===== src/rtl/mul_pipe.sv =====
// mul_pipe: pipelined XLEN x XLEN multiplier for the M-extension execute path.
// Handles MUL/MULH/MULHSU/MULHU with a valid/ready handshake, a tag sideband
// and a flush. Stage 0 captures the operands. The next stage holds the two
// partial products (b split into low and high halves) as a carry-save pair.
// The output stage does the final carry-propagate add and the half select.
// With STAGES=1 the whole product is formed combinationally and registered once.
module mul_pipe #(
  parameter int XLEN   = 32,
  parameter int STAGES = 3,
  parameter int TAG_W  = 5
) (
  input  logic             clk,
  input  logic             rst,
  input  logic             flush,
  input  logic             in_valid,
  output logic             in_ready,
  input  logic [1:0]       in_op,
  input  logic [XLEN-1:0]  in_a,
  input  logic [XLEN-1:0]  in_b,
  input  logic [TAG_W-1:0] in_tag,
  output logic             out_valid,
  input  logic             out_ready,
  output logic [XLEN-1:0]  out_result,
  output logic [TAG_W-1:0] out_tag,
  output logic             busy
);

  localparam int PW = 2 * XLEN;
  localparam int H  = XLEN / 2;

  // Product term a * b_lo, where b_lo = b[H-1:0] is always unsigned.
  // The arithmetic is done modulo 2^PW, so extending both terms to PW bits
  // is enough to make signed and unsigned cases come out exact.
  function automatic logic [PW-1:0] pp_low(input logic [XLEN-1:0] a,
                                           input logic [H-1:0] b_lo,
                                           input logic [1:0] op);
    logic [PW-1:0] a_w;
    a_w = {{XLEN{(op != 2'b11) & a[XLEN-1]}}, a};
    return a_w * {{(PW-H){1'b0}}, b_lo};
  endfunction

  // Product term a * b_hi * 2^H, where b_hi is the upper part of the
  // (possibly sign-extended) multiplier.
  function automatic logic [PW-1:0] pp_high(input logic [XLEN-1:0] a,
                                            input logic [XLEN-1:0] b,
                                            input logic [1:0] op);
    logic [PW-1:0] a_w;
    logic [PW-1:0] hi_w;
    a_w  = {{XLEN{(op != 2'b11) & a[XLEN-1]}}, a};
    hi_w = {{(PW-XLEN+H){~op[1] & b[XLEN-1]}}, b[XLEN-1:H]};
    return (a_w * hi_w) << H;
  endfunction

  // MUL returns the low half; every other op returns the high half.
  function automatic logic [XLEN-1:0] pick(input logic [PW-1:0] p,
                                           input logic [1:0] op);
    if (op == 2'b00) begin
      return p[XLEN-1:0];
    end else begin
      return p[PW-1:XLEN];
    end
  endfunction

  logic [STAGES-1:0] v_r;
  logic              adv_s;
  logic              acc_s;

  logic [PW-1:0]     fin_pl_s;
  logic [PW-1:0]     fin_ph_s;
  logic [1:0]        fin_op_s;
  logic [TAG_W-1:0]  fin_tag_s;
  logic              fin_v_s;

  assign adv_s     = !v_r[STAGES-1] || out_ready;
  assign in_ready  = adv_s && !flush;
  assign acc_s     = in_valid && in_ready;
  assign out_valid = v_r[STAGES-1];
  assign busy      = |v_r;

  // Stage valid bits: advance together; reset and flush kill everything.
  always_ff @(posedge clk) begin
    if (rst || flush) begin
      v_r <= '0;
    end else if (adv_s) begin
      v_r[0] <= acc_s;
      for (int i = 1; i < STAGES; i++) begin
        v_r[i] <= v_r[i-1];
      end
    end
  end

  if (STAGES == 1) begin : g_comb
    assign fin_pl_s  = pp_low(in_a, in_b[H-1:0], in_op);
    assign fin_ph_s  = pp_high(in_a, in_b, in_op);
    assign fin_op_s  = in_op;
    assign fin_tag_s = in_tag;
    assign fin_v_s   = acc_s;
  end else begin : g_pipe
    logic [XLEN-1:0]  a_r;
    logic [XLEN-1:0]  b_r;
    logic [1:0]       op0_r;
    logic [TAG_W-1:0] tag0_r;
    logic [PW-1:0]    pl_s;
    logic [PW-1:0]    ph_s;

    // Operand capture: only a real transfer loads new operands.
    always_ff @(posedge clk) begin
      if (acc_s) begin
        a_r    <= in_a;
        b_r    <= in_b;
        op0_r  <= in_op;
        tag0_r <= in_tag;
      end
    end

    assign pl_s = pp_low(a_r, b_r[H-1:0], op0_r);
    assign ph_s = pp_high(a_r, b_r, op0_r);

    if (STAGES == 2) begin : g_two
      assign fin_pl_s  = pl_s;
      assign fin_ph_s  = ph_s;
      assign fin_op_s  = op0_r;
      assign fin_tag_s = tag0_r;
      assign fin_v_s   = v_r[0];
    end else begin : g_deep
      localparam int M = STAGES - 2;
      logic [PW-1:0]    pl_r  [M];
      logic [PW-1:0]    ph_r  [M];
      logic [1:0]       opm_r [M];
      logic [TAG_W-1:0] tagm_r[M];

      // Carry-save pair shifts down the pipe whenever the pipe advances.
      always_ff @(posedge clk) begin
        if (adv_s) begin
          pl_r[0]   <= pl_s;
          ph_r[0]   <= ph_s;
          opm_r[0]  <= op0_r;
          tagm_r[0] <= tag0_r;
          for (int j = 1; j < M; j++) begin
            pl_r[j]   <= pl_r[j-1];
            ph_r[j]   <= ph_r[j-1];
            opm_r[j]  <= opm_r[j-1];
            tagm_r[j] <= tagm_r[j-1];
          end
        end
      end

      assign fin_pl_s  = pl_r[M-1];
      assign fin_ph_s  = ph_r[M-1];
      assign fin_op_s  = opm_r[M-1];
      assign fin_tag_s = tagm_r[M-1];
      assign fin_v_s   = v_r[STAGES-2];
    end
  end

  // Output stage: final add and half select; loads only when a valid op
  // moves in, so the result stays stable under backpressure.
  always_ff @(posedge clk) begin
    if (rst) begin
      out_result <= '0;
      out_tag    <= '0;
    end else if (adv_s && fin_v_s && !flush) begin
      out_result <= pick(fin_pl_s + fin_ph_s, fin_op_s);
      out_tag    <= fin_tag_s;
    end
  end

endmodule


===== config.mk =====
export PLATFORM = sky130hd
export DESIGN_NAME = mul_pipe
export DESIGN_NICKNAME = d
export VERILOG_FILES = /design/src/rtl/mul_pipe.sv
export SDC_FILE = /design/constraint.sdc
export NUM_CORES = 2
export LEC_CHECK = 0
export BUFFER_PORTS_ARGS = -buffer_cell sky130_fd_sc_hd__buf_2
export CORE_ASPECT_RATIO = 1.2
export CORE_MARGIN = 5
export CORE_UTILIZATION = 50
export CTS_CLUSTER_DIAMETER = 60
export DETAILED_ROUTE_END_ITERATION = 8
export GPL_ROUTABILITY_DRIVEN = 1
export GPL_TIMING_DRIVEN = 0
export MAX_ROUTING_LAYER = met4
export PLACE_DENSITY = 0.67
export SLEW_MARGIN = 20
export SYNTH_ARGS = -nofsm -noshare
export SYNTH_HDL_FRONTEND = slang
export SYNTH_SLANG_ARGS = --single-unit

===== constraint.sdc =====
create_clock -name clk -period 6.8 [get_ports clk]
set_input_delay 2.04 -clock clk [delete_from_list [all_inputs] [get_ports clk]]
set_output_delay 2.04 -clock clk [all_outputs]
set_load 0.02 [all_outputs]

==> impl_metrics.json <==
{
  "crit_path_frequent_cell": "fa_1",
  "yosys.area_share.simple": 0.1435,
  "synth_top_family_by_area": "adder cells",
  "drtPass1Iterations": 5,
  "violations": "negative setup slack",
  "synthAdderAreaFrac": 0.5069,
  "synth_compound_area_frac": 0.07138,
  "core_mm2": 0.09403,
  "dp_hpwl_um": 129200,
  "post-route-min-period_ns": 6.920,
  "criticalPathCategory": "reg2reg",
  "route.detailed.drc": 0,
  "path_max_fanout": 10,
  "wl_um": 156700,
  "viasPerCell": 5.510,
  "dp_slack_ns": -1.575,
  "reg2reg_depth": 21,
  "grt_use_total": 0.3179,
  "period_share": 1.018,
  "grt-ovfl-total": 0,
  "min_to": "g_pipe.g_deep.tagm_r[0][0]$_DFFE_PN_",
  "worst_clock_skew_ns": 0.04846,
  "synth_cell_types": 79,
  "clock_latency_ns": 0.64,
  "clock-root-buffer": "clkbuf_16",
  "drt-wirelength-per-cell_um": 23.13,
  "ys_ff_latch": 216,
  "drv_cap": 0,
  "placed_cells": 6561,
  "cts_tree": "built",
  "ys_seq_area_frac": 0.1283,
  "rows": 123,
  "drt_iter0_markers": 3337,
  "finalHoldViolations": 0,
  "syn_avg_cell_area_um2": 9.131,
  "r2r_start": "g_pipe.b_r[14]$_DFFE_PP_",
  "synth_enable_flop_cells": 176,
  "drive_above_1_share": 0.1184,
  "antenna_found_initial": 8,
  "hp-class": "reg2reg",
  "crit_chain": "clkbuf_1 -> and2_1 -> ha_1 -> fa_1 -> fa_1 -> fa_1 -> fa_1 -> inv_1 -> fa_1 -> inv_1 -> ha_2 -> a2111oi_4 -> o21a_1 -> o31ai_4 -> a21oi_4 -> o31ai_4 -> buf_12 -> a31oi_4 -> a31oi_4 -> and4b_1 -> or4_4",
  "worst_pin_slew_ns": 0.8750,
  "hold_depth": 0,
  "synthMuxAreaShare": 0.001899,
  "synth_flop_cell": "edfxtp_1",
  "vias": 37319,
  "ys_top_cells_by_area": "fa_1, edfxtp_1, inv_1",
  "max-slew-margin-rel": 0.4091,
  "status": "finished, violations left",
  "synth-xor-area-share": 0.02511,
  "min_from": "g_pipe.tag0_r[0]$_DFFE_PP_",
  "synth_area_leader_cell": "fa_1",
  "numCtsBuffers": 28,
  "rsz0062_at_grt": "true",
  "cp-start-kind": "register",
  "fmax_mhz": 144.5,
  "die_h_um": 347.4,
  "reg2reg_slack_ns": -0.12,
  "slowest_delay_ns": 0.67,
  "die_x_um": 291.2,
  "cp_slowest_cell": "clkbuf_1",
  "synthCells": 5195,
  "regToRegEndpoint": "g_pipe.g_deep.pl_r[0][62]$_DFFE_PN_",
  "htree_num_levels": 1,
  "timing.final.ws_setup_ns": -0.1197,
  "drtAntennaViolNets": 0,
  "die_area_mm2": 0.1012,
  "postCtsHoldBufs": 0,
  "place_congestion": 1.067,
  "finalMaxSlewViolations": 0,
  "yosys_warnings": 0,
  "final_util": 0.5711,
  "synth_nets": 6577,
  "setup_viol": 3,
  "async_flop_share": 0,
  "fillers": 8305,
  "grt_pass1_wl_um": 236900,
  "grt_max_degree": 88,
  "ios": 116,
  "cts.sinks": 216,
  "synth_top_area_frac": 0.4330,
  "cts.clk_slew.worst_paths_ns": 0.06,
  "clockBufferDepth": 3,
  "critPathRequiredTime_ns": 7.18,
  "crit_path_end_kind": "register",
  "synthesis.area_mm2": 0.04743,
  "finalNonFillerCells": 6773,
  "grt_pass1_vias": 39780,
  "initial_core_util": 0.5045,
  "crit_arrival_ns": 7.29,
  "syn2layout_area_growth_pct": 13.21,
  "nets": 6874,
  "portBuffers": 114
}
[cells in the mapped netlist (18+ instances only)]
cell	number
o211ai_1	18
xor2_1	48
nor2_1	122
a211oi_1	36
o21ai_0	86
nand3_1	19
xnor2_1	88
a21o_1	49
a21oi_1	158
nand4_1	26
nor3_1	24
inv_1	1299
fa_1	1026
o21a_1	18
dfxtp_1	40
edfxtp_1	176
and2_1	364
clkbuf_1	247
nand2_1	818
ha_1	280
a31oi_1	23
o21bai_1	26
[worst max path at each step]
stage,start,endpoint,cells after the start
after global placement,g_pipe.b_r[23]$_DFFE_PP_,g_pipe.g_deep.ph_r[0][46]$_DFFE_PN_,23
after floorplan,g_pipe.a_r[31]$_DFFE_PP_,g_pipe.g_deep.pl_r[0][62]$_DFFE_PN_,22
final,g_pipe.b_r[14]$_DFFE_PP_,g_pipe.g_deep.pl_r[0][62]$_DFFE_PN_,21
after CTS,g_pipe.a_r[7]$_DFFE_PP_,g_pipe.g_deep.pl_r[0][62]$_DFFE_PN_,24
after global routing,g_pipe.a_r[14]$_DFFE_PP_,g_pipe.g_deep.pl_r[0][25]$_DFFE_PN_,24
after detailed placement,g_pipe.b_r[23]$_DFFE_PP_,g_pipe.g_deep.ph_r[0][46]$_DFFE_PN_,23
[final cells by class]
| class | count | area (µm²) | share of cell area |
|---|---|---|---|
| multi-input cells | 3427 | 36220 | 0.6744 |
| flip-flops and latches | 216 | 6086 | 0.1133 |
| inverters | 1299 | 4881 | 0.09089 |
| repair buffers | 289 | 2147 | 0.03998 |
| plain buffers | 231 | 1862 | 0.03467 |
| well taps | 1250 | 1564 | 0.02912 |
| clock buffers | 30 | 708.2 | 0.01319 |
| clock inverters | 21 | 211.5 | 0.003938 |
| diodes | 10 | 25.02 | 0.0004660 |
[cell usage in the layout, fill, tap and decap left out, types with 14 or more instances in the layout]
master and count:
inv_1 1293, fa_1 1013, nand2_1 816, and2_1 362, ha_1 244, edfxtp_1 176, buf_4 165, a21oi_1 145
buf_2 123, nor2_1 114, xnor2_1 86, o21ai_0 70, clkbuf_1 60, a21o_1 49, xor2_1 48, clkbuf_2 41
clkbuf_4 40, dfxtp_1 40, clkbuf_8 38, clkbuf_16 34, a211oi_1 28, nand4_1 26, o21bai_1 26, nor3_1 22
a31oi_1 22, ha_2 21, nand3_1 19, o211ai_1 18, o21a_1 18, buf_6 16, buf_12 16, ha_4 15
nor2b_1 14, o21ai_1 14
[registers in the layout, summed over array words and instances (netlist names)]
| register | count |
|---|---|
| g_pipe.tag0_r | 5 |
| g_pipe.a_r | 32 |
| g_pipe.g_deep.opm_r | 2 |
| g_pipe.g_deep.ph_r | 48 |
| out_tag | 5 |
| v_r | 3 |
| out_result | 32 |
| g_pipe.b_r | 32 |
| g_pipe.g_deep.tagm_r | 5 |
| g_pipe.op0_r | 2 |
| g_pipe.g_deep.pl_r | 50 |
[per-stage QoR]
step / hold WS, ns / setup TNS, ns / instance area (µm²)
global route: 0.4358 / -1.143 / 53700
detailed placement: 0.4091 / -42.30 / 49630
global placement: 0.4044 / -41.03 / 49570
floorplan: 0.4003 / 0 / 47430
CTS: 0.4334 / -0.06383 / 52810
finish: 0.4275 / -0.1920 / 53700
[what timing repair did]
item	CTS	global route
resized for setup	406	200
gates cloned	1	1
endpoints found under the setup margin	62	38
hold endpoints to repair	0	0
setup buffers	129	44
pin swaps	24	59
[kinds of logic after synthesis]
family,after synthesis
AO/OA/AOI/OAI,511
XOR/XNOR,136
adder cells (fa/ha/maj),1306
buffers and inverters,1552
flip-flops,216
multiplexers,9
AND/OR/NAND/NOR,1465
[layer usage]
layer / GRT usage / wire, µm / vias up
li1: - / - / 16117
met1: 0.3674 / 56910 / 18818
met2: 0.5127 / 72830 / 1801
met3: 0.06306 / 13290 / 583
met4: 0.1982 / 13650 / 0
met5: - / 0 / -
[worst max-delay path, delay by kind of cell (launching register included)]
kind	cells	cell delay, ns
fa+ha+maj	7	2.90
compound gates	7	1.33
simple gates	3	0.97
buf+inv	4	0.93
flops	1	0.55
Power is not shown: default switching activity piles up to over one toggle a cycle in this logic, so the estimate is an artifact.
